`config.mk`:
```
export PLATFORM = sky130hd
export DESIGN_NAME = eb_rr_arb
export DESIGN_NICKNAME = d
export VERILOG_FILES = /design/src/rtl/eb_arb_pkg.sv /design/src/rtl/eb2_stage.sv /design/src/rtl/eb_rr_arb.sv
export SDC_FILE = /design/constraint.sdc
export NUM_CORES = 1
export LEC_CHECK = 0
export ABC_AREA = 0
export CAP_MARGIN = 30
export CORE_MARGIN = 2
export CORE_UTILIZATION = 31
export DETAILED_ROUTE_END_ITERATION = 7
export GPL_ROUTABILITY_DRIVEN = 0
export PLACE_DENSITY = 0.6
export SYNTH_ARGS = -nofsm -noshare
export SYNTH_HDL_FRONTEND = slang
export SYNTH_SLANG_ARGS = --single-unit
export TNS_END_PERCENT = 30
```
`constraint.sdc`:
```
create_clock -name clk -period 3 [get_ports clk]
set_input_delay 0.45 -clock clk [delete_from_list [all_inputs] [get_ports clk]]
set_output_delay 0.45 -clock clk [all_outputs]
set_load 0.02 [all_outputs]
```
`src/rtl/eb_arb_pkg.sv`:
```
// Shared state encoding and round-robin search for the packet-locking merge arbiter.
package eb_arb_pkg;

    localparam int MAX_N = 16;

    typedef enum logic [1:0] {
        ST_IDLE = 2'b01,
        ST_LOCK = 2'b10
    } arb_state_t;

    typedef struct packed {
        logic       found;
        logic [3:0] idx;
    } rr_pick_t;

    // First requester at or above ptr (wrapping at n); the descending loop lets the nearest one win.
    function automatic rr_pick_t rr_search(input logic [MAX_N-1:0] req,
                                           input logic [3:0]       ptr,
                                           input int               n);
        rr_pick_t   pick;
        int         k;
        logic [3:0] idx;
        pick = '0;
        for (int i = MAX_N - 1; i >= 0; i--) begin
            if (i < n) begin
                k = int'(ptr) + i;
                if (k >= n) k = k - n;
                idx = 4'(k);
                if (req[idx]) begin
                    pick.found = 1'b1;
                    pick.idx   = idx;
                end
            end
        end
        return pick;
    endfunction

endpackage

```
`src/rtl/eb2_stage.sv`:
```
// Two-entry elastic buffer: registered outputs, one-cycle latency, full throughput.
module eb2_stage #(
    parameter int WIDTH = 8
) (
    input  logic             clk,
    input  logic             reset_n,
    input  logic             i_valid,
    output logic             o_ready,
    input  logic [WIDTH-1:0] i_data,
    output logic             o_valid,
    input  logic             i_ready,
    output logic [WIDTH-1:0] o_data,
    output logic             o_busy
);

    logic             r_out_vld;
    logic             r_skid_vld;
    logic [WIDTH-1:0] r_out_data;
    logic [WIDTH-1:0] r_skid_data;
    logic             w_in_fire;
    logic             w_load_out;

    // Ready comes from a register so it never depends on i_ready; forced low while in reset.
    assign o_ready    = reset_n & ~r_skid_vld;
    assign w_in_fire  = i_valid & o_ready;
    assign w_load_out = ~r_out_vld | i_ready;

    always_ff @(posedge clk or negedge reset_n) begin
        if (!reset_n) begin
            r_out_vld   <= 1'b0;
            r_skid_vld  <= 1'b0;
            r_out_data  <= '0;
            r_skid_data <= '0;
        end else if (w_load_out) begin
            if (r_skid_vld) begin
                r_out_vld  <= 1'b1;
                r_out_data <= r_skid_data;
                r_skid_vld <= 1'b0;
            end else begin
                r_out_vld <= w_in_fire;
                if (w_in_fire) r_out_data <= i_data;
            end
        end else if (w_in_fire) begin
            r_skid_vld  <= 1'b1;
            r_skid_data <= i_data;
        end
    end

    assign o_valid = r_out_vld;
    assign o_data  = r_out_data;
    assign o_busy  = r_out_vld;

endmodule

```
`src/rtl/eb_rr_arb.sv`:
```
// Round-robin merge of N_IN packet streams into one, holding the grant for a whole packet.
module eb_rr_arb
    import eb_arb_pkg::*;
#(
    parameter int N_IN  = 4,
    parameter int WIDTH = 32,
    parameter int SW    = (N_IN > 1) ? $clog2(N_IN) : 1
) (
    input  logic                  clk,
    input  logic                  reset_n,
    input  logic [N_IN-1:0]       t_valid,
    output logic [N_IN-1:0]       t_ready,
    input  logic [N_IN*WIDTH-1:0] t_data,
    input  logic [N_IN-1:0]       t_last,
    output logic                  i_valid,
    input  logic                  i_ready,
    output logic [WIDTH-1:0]      i_data,
    output logic                  i_last,
    output logic [SW-1:0]         i_src,
    output logic                  busy
);

    localparam int PW = WIDTH + 1 + SW;

    arb_state_t       r_state;
    arb_state_t       w_state_nxt;
    logic [SW-1:0]    r_gnt;
    logic [SW-1:0]    w_gnt_nxt;
    logic [SW-1:0]    r_ptr;
    logic [SW-1:0]    w_ptr_nxt;
    logic [SW-1:0]    w_win;
    logic             w_win_ok;
    logic             w_stage_ready;
    logic             w_acc;
    logic             w_last;
    logic             w_occupied;
    logic [WIDTH-1:0] w_data;
    logic [PW-1:0]    w_pay_out;
    rr_pick_t         w_pick;

    assign w_pick = rr_search(MAX_N'(t_valid), 4'(r_ptr), N_IN);

    always_comb begin
        w_win    = r_gnt;
        w_win_ok = 1'b1;
        if (r_state == ST_IDLE) begin
            w_win    = SW'(w_pick.idx);
            w_win_ok = w_pick.found;
        end
    end

    always_comb begin
        t_ready = '0;
        if (w_win_ok && w_stage_ready) t_ready[w_win] = 1'b1;
    end

    assign w_acc  = w_win_ok & w_stage_ready & t_valid[w_win];
    assign w_last = t_last[w_win];
    assign w_data = t_data[int'(w_win)*WIDTH +: WIDTH];

    always_comb begin
        w_state_nxt = r_state;
        w_gnt_nxt   = r_gnt;
        w_ptr_nxt   = r_ptr;
        case (r_state)
            ST_IDLE: begin
                if (w_acc && !w_last) begin
                    w_state_nxt = ST_LOCK;
                    w_gnt_nxt   = w_win;
                end
            end
            ST_LOCK: begin
                if (w_acc && w_last) w_state_nxt = ST_IDLE;
            end
            default: w_state_nxt = ST_IDLE;
        endcase
        // Any completed packet, single-beat or not, moves priority past its source.
        if (w_acc && w_last) w_ptr_nxt = (w_win == SW'(N_IN - 1)) ? '0 : w_win + 1'b1;
    end

    always_ff @(posedge clk or negedge reset_n) begin
        if (!reset_n) begin
            r_state <= ST_IDLE;
            r_gnt   <= '0;
            r_ptr   <= '0;
        end else begin
            r_state <= w_state_nxt;
            r_gnt   <= w_gnt_nxt;
            r_ptr   <= w_ptr_nxt;
        end
    end

    eb2_stage #(.WIDTH(PW)) u_stage (
        .clk     (clk),
        .reset_n (reset_n),
        .i_valid (w_acc),
        .o_ready (w_stage_ready),
        .i_data  ({w_data, w_last, w_win}),
        .o_valid (i_valid),
        .i_ready (i_ready),
        .o_data  (w_pay_out),
        .o_busy  (w_occupied)
    );

    assign {i_data, i_last, i_src} = w_pay_out;
    assign busy = (r_state == ST_LOCK) | w_occupied;

endmodule
```
==> results of run 1 <==
-- metrics by stage --
step / setup slack (ns) / utilization / cell area [um2] / setup TNS (ns)
after floorplan: -0.0721 / - / 5300 / -3.62
after global placement: -0.458 / 0.463 / 7650 / -27.48
after detailed placement: -0.504 / 0.463 / 7650 / -34.73
after CTS: -0.153 / 0.489 / 8080 / -8.24
after global routing: -0.290 / 0.492 / 8120 / -18.40
final: -0.165 / 0.492 / 8120 / -9.56
-- sequential cells by signal, indices dropped and copies added (netlist names) --
name,cells
r_state,2
u_stage.r_skid_data,35
r_gnt,2
u_stage.o_busy,1
u_stage.r_skid_vld,1
u_stage.o_data,35
r_ptr,2
-- worst min path at each step --
| stage | startpoint | end | slack, ns |
|---|---|---|---|
| finish | reset_n | u_stage.o_data[10]$_DFFE_PN0P_ | 0.21 |
| global route | reset_n | u_stage.o_data[10]$_DFFE_PN0P_ | 0.24 |
| CTS | reset_n | u_stage.r_skid_data[10]$_DFFE_PN0P_ | 0.21 |
| detailed placement | u_stage.o_data[8]$_DFFE_PN0P_ | u_stage.o_data[8]$_DFFE_PN0P_ | 0.47 |
| global placement | u_stage.o_data[23]$_DFFE_PN0P_ | u_stage.o_data[23]$_DFFE_PN0P_ | 0.47 |
| floorplan | reset_n | r_gnt[0]$_DFFE_PN0P_ | 0.15 |
-- area by class of cell --
cell class | count | area share
Clock buffer | 13 | 0.0333
Multi-Input combinational cell | 372 | 0.395
Timing Repair Buffer | 242 | 0.291
Clock inverter | 3 | 0.00216
Sequential cell | 78 | 0.241
Inverter | 7 | 0.00385
Tap cell | 220 | 0.0339
-- logic make-up (layout without fill, tap and decap cells) --
kind of cell,after synthesis,count (layout)
AO/OA/AOI/OAI,170,170
AND/OR/NAND/NOR,82,82
adder cells (fa/ha/maj),9,9
flip-flops,78,78
buffers and inverters,46,265
multiplexers,111,111
-- timing repair --
item / in CTS / in global routing
pin swaps: 4 / 0
gates resized for setup: 47 / 5
endpoints found under the setup margin: 78 / 79
gates cloned: 0 / 1
buffers inserted: 3 / 0
-- per-layer routing --
metal / wire length (um) / global-route usage
met1: 7470 / 0.238
met3: 971 / 0.0476
met4: 197 / 0.0585
met5: 0 / 0
met2: 8220 / 0.321
-- power breakdown --
group / leakage (nW) / switching (mW) / total [mW] / internal, mW
Combinational: 2.44 / 4.19 / 8.63 / 4.44
Clock: 0.142 / 0.428 / 1.05 / 0.626
Sequential: 0.910 / 0.331 / 1.96 / 1.63
Total: 3.49 / 4.95 / 11.6 / 6.70
-- cells in the final DEF, fill, tap and decap left out, drive strengths merged, types with 8 or more instances in the layout --
master,n
nand3,8
nor2,39
dfrtp,77
clkbuf,15
a21oi,71
o21ai,13
mux2,72
a221oi,32
clkdlybuf4s50,173
nand2,11
buf,65
mux2i,39
ha,9
a31o,32
-- synthesized netlist by cell type, types with 2 or more instances --
cell                       instances
sky130_fd_sc_hd__buf_12            2
sky130_fd_sc_hd__mux2i_1          39
sky130_fd_sc_hd__mux2_4           28
sky130_fd_sc_hd__a31o_2           32
sky130_fd_sc_hd__o21ai_0          12
sky130_fd_sc_hd__a21boi_0          2
sky130_fd_sc_hd__ha_1              9
sky130_fd_sc_hd__nand2_1          10
sky130_fd_sc_hd__nand2b_1          4
sky130_fd_sc_hd__buf_4             5
sky130_fd_sc_hd__buf_2             2
sky130_fd_sc_hd__and2_1            7
sky130_fd_sc_hd__a21oi_1          71
sky130_fd_sc_hd__nand3_1           8
sky130_fd_sc_hd__inv_2             2
sky130_fd_sc_hd__nor2_1           39
sky130_fd_sc_hd__inv_1             5
sky130_fd_sc_hd__clkbuf_1         26
sky130_fd_sc_hd__mux2_1            8
sky130_fd_sc_hd__mux2_2           36
sky130_fd_sc_hd__buf_6             3
sky130_fd_sc_hd__nor2b_1           3
sky130_fd_sc_hd__a221oi_1         32
sky130_fd_sc_hd__or3b_1            2
sky130_fd_sc_hd__nor3_1            2
sky130_fd_sc_hd__dfrtp_1          77
==> results summary, run 1 <==
The critical path runs through a total of 11 cells. The synthesized design contains 0 enable-type register cells. The worst setup path is captured at a register. The power density normalized to cell area is 1430 nW/um2. The multi-input combinational cell area is 3210 um2. The time the worst path needs with I/O delays and setup is 3.17 ns. Of the post-synthesis cell area, the dominant cell type holds 0.369.

The worst path arrival time came out at 3.39 ns. The portion of synthesized area spent on multiplexers is 0.250. In the post-route analysis, the smallest setup slack over all paths is -0.165 ns. Broken down by cell family, the worst path's largest delay share belongs to compound AO/OA/AOI/OAI gates.

The detailed-routing iteration count for the pre-antenna-repair pass is 4. The clock reaches the later pin of the worst-skew pair after 0.34 ns. The die is 134 um wide. STA classifies the critical path startpoint as a primary input. The static leakage power is 3.49 nW. The total of max-cap violations came out at 0. The clock drives 78 sinks. In this run the standard cell core region covers 16500 um2. The worst setup path is of the primary input to register kind. The worst-path maximum fanout is 18. TritonCTS built the clock tree. The number of endpoints failing setup at the final stage is 75. After detailed routing, the average wire length per cell comes to 18.0 um. In this run the critical register-to-register path is captured at u_stage.o_data[19]$_DFFE_PN0P_. The synthesized flop and latch total is 78. The relative max-transition margin is 0.602. The fraction of synthesized cell area in xor and xnor cells came out at 0. The origin of the worst setup path is t_valid[2].

The transition at the pin with the smallest max-transition slack came out at 0.596 ns. The non-filler instance count after layout came out at 935. The cell row count is 47. The worst register-to-register path begins at r_ptr[1]$_DFFE_PN0P_. The worst register-to-register path has a depth of 11.

The final antenna-violating net count came out at 0. The post-detailed-placement half-perimeter wirelength is 12200 um. The die covers 17900 um2.

The number of pins exceeding their max-slew limit in the final report is 0. The buffering stage count on the worst path with inverters included came out at 3. After synthesis the cells add up to 5230 um2. The run finished, with violations left. The number of I/O port buffers is 179. The final period utilization came out at 1.06. The layout overhead on the synthesized area is 55.4%. The count of different cell masters after synthesis is 56.

The data required time at the worst endpoint is 3.22 ns. The I/O pin count came out at 180. The total number of vias came out at 4893. The via count of the first global-routing pass is 5154.

The worst-path cell with the longest stage delay is sky130_fd_sc_hd__clkdlybuf4s50_1. Setup repair after global routing could not meet its margin everywhere. The number of antenna violations at the first check in global routing came out at 0. The area fraction in compound gates after synthesis is 0.230. The achievable clock frequency is 0.316 GHz. After layout, the design draws a total of 11.6 mW. The number of failing hold endpoints at the final stage was 0.

The starting utilization of the core area is 0.316. Clock tree synthesis selected as its root buffer the cell sky130_fd_sc_hd__clkbuf_16. The number of CTS-inserted buffers is 9. The checks that failed: setup timing. The wire length of the first global-routing pass is 26800 um. After clock tree synthesis, the clock-pin slew on the worst setup and hold paths is 0.06 ns. Counting the fill cells in the layout gives 1500. The clock tree synthesis step divided the H-tree into 3 levels. In the routed design, unresolved DRC markers number 0. The most used flip-flop cell after synthesis is sky130_fd_sc_hd__dfrtp_1. During synthesis, Yosys emitted a total of 0 warnings. The worst hold slack came out at 0.205 ns. The antenna diode instance count is 0. The maximum clock skew at final layout came out at 0.00713 ns. The number of nets in the final layout is 858. The delay of the slowest critical-path stage is 0.59 ns.

The overall routed net length came out at 16900 um. The number of hold buffers added after CTS came out at 0. Ranked by total cell area, the synthesized netlist is headed by sky130_fd_sc_hd__dfrtp_1, sky130_fd_sc_hd__mux2_4, sky130_fd_sc_hd__mux2_2. The synthesized area divided by synthesized cell count came out at 10.5 um2. By area, the combinational part of the netlist is dominated by multiplexers. The via count normalized by instance count came out at 5.23. The y dimension of the die came out at 134 um.

The worst reg-to-reg setup slack came out at -0.17 ns. The sequential element share of the synthesized area came out at 0.374. The net count after synthesis came out at 644. The largest buffer count on any clock path came out at 2. The register area came out at 1960 um2. The worst ir drop on vdd came out at 601 uV. The min-delay analysis places its worst path in the category primary input to asynchronous set/reset pin. The largest net degree at the start of global routing came out at 57. Traced cell by cell, the critical path runs through clkdlybuf4s50_1 -> or3b_1 -> a32oi_2 -> buf_4 -> o2111ai_2 -> a21oi_2 -> a2111oi_2 -> a221o_2 -> a21boi_4 -> buf_12 -> mux2_2. After global routing the overflow that remains totals 0.

The total global routing track utilization is 0.189. After the first detailed-routing iteration, the DRC count stood at 266. The post-synthesis cell count is 496. Summed over all instances, the cell type with the most area after synthesis is sky130_fd_sc_hd__dfrtp_1. In the final layout, the share of cells above drive strength 1 is 0.305. The post-synthesis async set-or-reset flop share is 1.00.

The placed cell count is 915. The most critical setup path has its endpoint at u_stage.o_data[19]$_DFFE_PN0P_. The synthesized-area fraction occupied by and/or/nand/nor cells came out at 0.0756. The post-synthesis adder-cell area fraction is 0.0215.
Power figures use the tool's default switching activity.
==> inputs of run 2 (changes only) <==
CORE_MARGIN = 3   (was 2)
HOLD_SLACK_MARGIN = 0.03   (was default)
==> results summary, run 2 (synthesis results as in run 1) <==
The run finished, with violations left. The final reports fail on setup timing. The pre-CTS setup slack is -0.469 ns. The die outline area is 18500 um2. The via count of the first global-routing pass is 5081. The number of DRC markers in iteration 0 came out at 188. The clock slew seen by the registers of the worst setup and hold paths is 0.06 ns. The number of CTS-inserted buffers came out at 9. Across all layers, the routed design uses 4805 vias.

The part of the power in combinational logic is 0.750. The fill cell instance count of the final layout is 1419. For the worst setup path, the data arrival time is 3.37 ns. The placeable core region is 16200 um2. The worst setup path is launched from a register. Detailed placement ended at an HPWL of 12000 um. The internal power summed over all cells is 6.81 mW. In this run the power density over the cells is 1440 nW/um2. Setup violations remaining at the end of the flow were counted as 73. In this design, the stage delay of the slowest critical-path cell is 0.46 ns. The met3 layer wire length in the routed design came out at 1020 um. The maximum level of the CTS H-tree came out at 3. The final setup TNS came out at -6.69 ns. The tree is rooted in a sky130_fd_sc_hd__clkbuf_16.

The final setup slack of the worst path came out at -0.161 ns. In this run the tightest slew margin relative to its limit is 0.630. The post-route standard cell area excluding fillers came out at 8190 um2. The nature of the critical path endpoint is a register. From left edge to right edge, the die measures 136 um. The final period utilization is 1.05.

The family with the most delay on the worst path is compound AO/OA/AOI/OAI gates. The number of nets in the final layout came out at 857. The largest net degree at the start of global routing came out at 42. After detailed routing, the number of remaining DRC violations is 0. After detailed routing, the met2 layer carries 8230 um of wire. In this run the worst hold path is classified as primary input to asynchronous set/reset pin. The cell row count is 46. CTS saw 78 sinks. The highest layer used for signal routing is met4. The overall routed net length is 16900 um. The share of layout cells above drive strength 1 is 0.307. The y dimension of the die came out at 136 um. The fraction of power spent switching nets is 0.424. The area of placed instances came out at 7620 um2. Hold repair after CTS inserted 0 buffers.

The library cell used most frequently in the layout, excluding fill and tap cells, is sky130_fd_sc_hd__clkdlybuf4s50_1. Subtracting the final worst setup slack from the clock period gives 3.16 ns. The total of max-cap violations is 0. The layout overhead on the synthesized area is 56.7%. The switching power came out at 5.01 mW.

The number of antenna violations at the first check in global routing came to 0. TritonCTS built the clock tree. The detail route stage leaves a number of antenna-violating nets equal to 0. In the layout the commonest cells are sky130_fd_sc_hd__clkdlybuf4s50_1, sky130_fd_sc_hd__dfrtp_1, sky130_fd_sc_hd__a21oi_1. The starting utilization of the core area came out at 0.323. The data required time at the worst endpoint is 3.21 ns.

The total design power came out at 11.8 mW. The number of I/O port buffers is 179. The static leakage power came out at 3.52 nW. The achievable clock frequency came out at 0.316 GHz. Along the worst path, the maximum fanout reaches 8.

IR analysis of the VDD net gives a maximum drop of 554 uV. Traced cell by cell, the critical path runs through ha_4 -> or3b_4 -> a32oi_4 -> buf_6 -> o2111ai_2 -> a21oi_2 -> a2111oi_2 -> a221o_2 -> a21boi_4 -> buf_12 -> clkbuf_16 -> mux2_1. The antenna diode instance count came out at 0.

The I/O pin count is 180. On the critical path, the stage with the largest delay is an instance of sky130_fd_sc_hd__dfrtp_2. Setup repair after global routing could not meet its margin everywhere. Summed over all layers, the global routing overflow is 0.

The maximum clock skew at final layout came out at 0.00766 ns. The buffering stage count on the worst path with inverters included is 3. The wire length of the first global-routing pass is 26500 um.

The largest buffer count on any clock path came out at 2. The total global routing track utilization came out at 0.180. The setup path with the least slack is of type register to register. The number of pins exceeding their max-slew limit in the final report is 0. The number of failing hold endpoints at the final stage is 0. The share of total power dissipated in sequential elements is 0.166.

The detailed router put a total of 7420 um of wire on met1. Of the total power, the clock network draws 0.084. The transition at the pin with the smallest max-transition slack came out at 0.555 ns.

After detailed routing, the average wire length per cell comes to 18.2 um. The clock insertion delay at the later pin of the skew report came out at 0.33 ns. The detailed-routing iteration count for the pre-antenna-repair pass came out at 4.

The via count normalized by instance count is 5.17.
## run 2: cell types whose count changed in the layout (fill, tap and decap cells not counted), moves of 2 or more
| cell | delta |
|---|---|
| sky130_fd_sc_hd__buf_12 | +3 |
| sky130_fd_sc_hd__buf_2 | +2 |
| sky130_fd_sc_hd__buf_4 | -5 |
| sky130_fd_sc_hd__clkbuf_8 | -3 |
| sky130_fd_sc_hd__mux2_2 | -6 |
| sky130_fd_sc_hd__mux2_4 | +6 |
## run 2: area by class of cell
cell class,instances,area (um2),area share
Sequential cell,78,1960,0.239
Timing Repair Buffer,241,2400,0.293
Clock inverter,6,38.8,0.00473
Multi-Input combinational cell,372,3260,0.398
Tap cell,216,270,0.0330
Clock buffer,10,229,0.0279
Inverter,7,33.8,0.00412
## run 2: worst paths after layout
path	slack (ns)	end	depth (start not counted)	start
worst max-delay path	-0.16	u_stage.o_data[6]$_DFFE_PN0P_	12	r_ptr[1]$_DFFE_PN0P_
worst min-delay path	0.22	r_ptr[1]$_DFFE_PN0P_	2	reset_n
worst max register to register	-0.16	u_stage.o_data[6]$_DFFE_PN0P_	12	r_ptr[1]$_DFFE_PN0P_
worst min register to register	0.50	u_stage.o_data[22]$_DFFE_PN0P_	1	u_stage.o_data[22]$_DFFE_PN0P_
max in group asynchronous	2.18	u_stage.o_data[14]$_DFFE_PN0P_	3	reset_n
min in group clk	0.50	u_stage.o_data[22]$_DFFE_PN0P_	1	u_stage.o_data[22]$_DFFE_PN0P_
## run 2: metal layers
layer  vias to the layer above  global-route usage
li1                       2307                   -
met1                      2337               0.230
met3                        16              0.0359
met4                         0              0.0560
met5                         -                   0
met2                       145               0.307
## run 2: timing repair
item                       in CTS  in global routing
gates cloned                    1                  2
setup buffers                   4                  3
setup endpoints to repair      77                 79
pin swaps                       7                  4
resized for setup              49                 21
## run 2: power groups by stage
stage	Clock [mW]	Sequential, mW	Combinational (mW)
global placement	0	1.94	7.90
CTS	1.02	1.95	8.56
floorplan	0	2.19	5.07
detailed placement	0	1.95	8.04
finish	0.991	1.96	8.88
global route	1.07	2.03	9.57
## run 2: through the flow
stage	std cells	util	hold slack, ns
4_1_cts	926	0.499	0.231
3_3_place_gp	904	0.470	0.470
3_5_place_dp	905	0.471	0.477
2_1_floorplan	496	-	0.154
6_report	930	0.507	0.223
5_1_grt	930	0.507	0.261
==> inputs of run 3 (changes only) <==
CAP_MARGIN = 25   (was 30)
==> results summary, run 3 (synthesis results as in run 1) <==
The run finished, with violations left. The checks that failed: setup timing. In this run the standard cell core region covers 16200 um2. The die outline area is 18500 um2. The horizontal die dimension came out at 136 um. The library cell used most frequently in the layout, excluding fill and tap cells, is sky130_fd_sc_hd__clkdlybuf4s50_1. After routing the design area is 8330 um2.

The antenna diode instance count is 0. The number of nets in the final layout is 863. The number of pins exceeding their max-slew limit in the final report came out at 0. After detailed routing, the number of vias per cell comes to 5.15. The average routed wire per standard cell came out at 18.4 um. In this run the worst path has a maximum fanout of 7. The clock net sink count is 78.

The y dimension of the die came out at 136 um. The number of failing hold endpoints at the final stage came out at 0. The data required time at the worst endpoint came out at 3.22 ns.

The total number of vias came out at 4822. Timing analysis after detailed placement gives a worst setup slack of -0.474 ns. The final period utilization came out at 1.04.

The largest buffer count on any clock path is 2. The via count of the first global-routing pass is 5079. The number of DRC markers in iteration 0 is 177. At the pin with the least slew margin, the transition time is 0.411 ns.

The tool flagged a number of max-cap violations equal to 0. The library cells used most frequently in the layout, excluding fill and tap cells, are sky130_fd_sc_hd__clkdlybuf4s50_1, sky130_fd_sc_hd__dfrtp_1, sky130_fd_sc_hd__a21oi_1. The detail route stage leaves a number of antenna-violating nets equal to 0. The wire length of the first global-routing pass came out at 26600 um. The starting utilization of the core area came out at 0.323. The total global routing track utilization came out at 0.181. The total design power came out at 12.0 mW. Setup repair after global routing could not meet its margin everywhere. The post-route DRC violation count came out at 0. TritonCTS built the clock tree. The worst hold slack is 0.141 ns.

The power density normalized to cell area came out at 1440 nW/um2. The final design utilization is 0.515. The achievable clock frequency is 0.321 GHz. The maximum level of the CTS H-tree came out at 3.

The layout overhead on the synthesized area came out at 59.4%. The worst path arrival time is 3.33 ns. The static leakage power is 3.58 nW. The critical setup path kind is primary input to register.

In this run, post-CTS hold repair placed 0 buffers. The fill cell instance count of the final layout is 1429. The worst setup path is captured at a register. The cell sitting at the root of the clock tree is a sky130_fd_sc_hd__clkbuf_16.

For the worst-skew pair, the clock arrives at the later sink with an insertion delay of 0.33 ns. The worst hold path class is primary input to asynchronous set/reset pin. The time the worst path needs with I/O delays and setup came out at 3.11 ns. Global routing finished with a remaining overflow of 0.

The final setup slack of the worst path came out at -0.113 ns. The number of endpoints failing setup at the final stage came out at 72. The cell row count came out at 46. The post-detailed-placement half-perimeter wirelength is 11900 um. The overall routed net length came out at 17200 um.

The I/O pin count came out at 180. The number of antenna violations at the first check in global routing is 0. The number of CTS-inserted buffers is 9.

The largest net degree at the start of global routing came out at 79. The placed instances occupy a cell area of 7600 um2. The clock slew seen by the registers of the worst setup and hold paths is 0.06 ns. The placed cell count came out at 904. The share of layout cells above drive strength 1 is 0.319. The worst ir drop on vdd is 542 uV. The detailed-routing iteration count for the pre-antenna-repair pass came out at 6.

The worst setup path is launched from a primary input. The non-filler instance count after layout is 936. The clock arrives with 0.00807 ns of skew.

Headroom to the max-slew limit came out at 0.722. The final setup TNS came out at -5.85 ns. The number of I/O port buffers came out at 179.
## run 3: cell count changes in the layout (fill, tap and decap cells not counted), moves of 2 or more
cell,before,now
sky130_fd_sc_hd__a21oi_2,3,6
sky130_fd_sc_hd__o21ai_1,0,2
sky130_fd_sc_hd__mux2_2,14,17
sky130_fd_sc_hd__o21ai_0,12,9
sky130_fd_sc_hd__buf_16,0,2
sky130_fd_sc_hd__a21oi_1,68,65
sky130_fd_sc_hd__mux2_4,51,49
sky130_fd_sc_hd__clkinv_2,3,1
sky130_fd_sc_hd__buf_4,47,50
sky130_fd_sc_hd__buf_12,9,7
sky130_fd_sc_hd__clkbuf_16,11,14
## run 3: path summary, 6_finish.rpt
| path | from | endpoint | cells after the start | slack, ns |
|---|---|---|---|---|
| setup / recovery | t_valid[3] | u_stage.r_skid_data[6]$_DFFE_PN0P_ | 10 | -0.11 |
| hold / removal | reset_n | u_stage.r_skid_data[32]$_DFFE_PN0P_ | 2 | 0.14 |
| setup reg to reg | r_ptr[1]$_DFFE_PN0P_ | u_stage.r_skid_data[6]$_DFFE_PN0P_ | 11 | -0.11 |
| hold reg to reg | u_stage.o_data[6]$_DFFE_PN0P_ | u_stage.o_data[6]$_DFFE_PN0P_ | 1 | 0.48 |
| max in group asynchronous | reset_n | u_stage.r_skid_data[17]$_DFFE_PN0P_ | 3 | 2.28 |
| min in group clk | u_stage.o_data[6]$_DFFE_PN0P_ | u_stage.o_data[6]$_DFFE_PN0P_ | 1 | 0.48 |
## run 3: timing repair
action | CTS | global route
endpoints found under the setup margin | 78 | 80
cloned | 1 | 5
gates resized for setup | 51 | 22
buffers inserted | 2 | 7
pin swaps | 6 | 9
## run 3: critical path, stage by stage
cell	delay, ns
sky130_fd_sc_hd__clkdlybuf4s50_1	0.52
sky130_fd_sc_hd__or3b_4	0.43
sky130_fd_sc_hd__a32oi_4	0.25
sky130_fd_sc_hd__o2111ai_2	0.17
sky130_fd_sc_hd__a21oi_2	0.17
sky130_fd_sc_hd__a2111oi_2	0.06
sky130_fd_sc_hd__a221o_2	0.45
sky130_fd_sc_hd__or2_4	0.33
sky130_fd_sc_hd__clkbuf_16	0.20
sky130_fd_sc_hd__mux2_4	0.29
## run 3: area by class of cell
class | instances | area (um2) | area share
Clock buffer | 11 | 233 | 0.0279
Clock inverter | 5 | 60.1 | 0.00721
Inverter | 7 | 31.3 | 0.00375
Multi-Input combinational cell | 372 | 3270 | 0.393
Sequential cell | 78 | 1960 | 0.235
Tap cell | 216 | 270 | 0.0324
Timing Repair Buffer | 247 | 2510 | 0.301
## run 3: where the power goes
group / internal, mW / switching, mW / leakage (nW)
logic: 4.68 / 4.26 / 2.53
clock network: 0.647 / 0.439 / 0.140
registers: 1.63 / 0.329 / 0.910
## run 3: metal layers
layer	global-route usage	wire (um)	up-vias
li1	-	-	2324
met1	0.233	7660	2337
met2	0.306	8370	147
met3	0.0407	993	14
met4	0.0487	218	0
met5	0	0	-
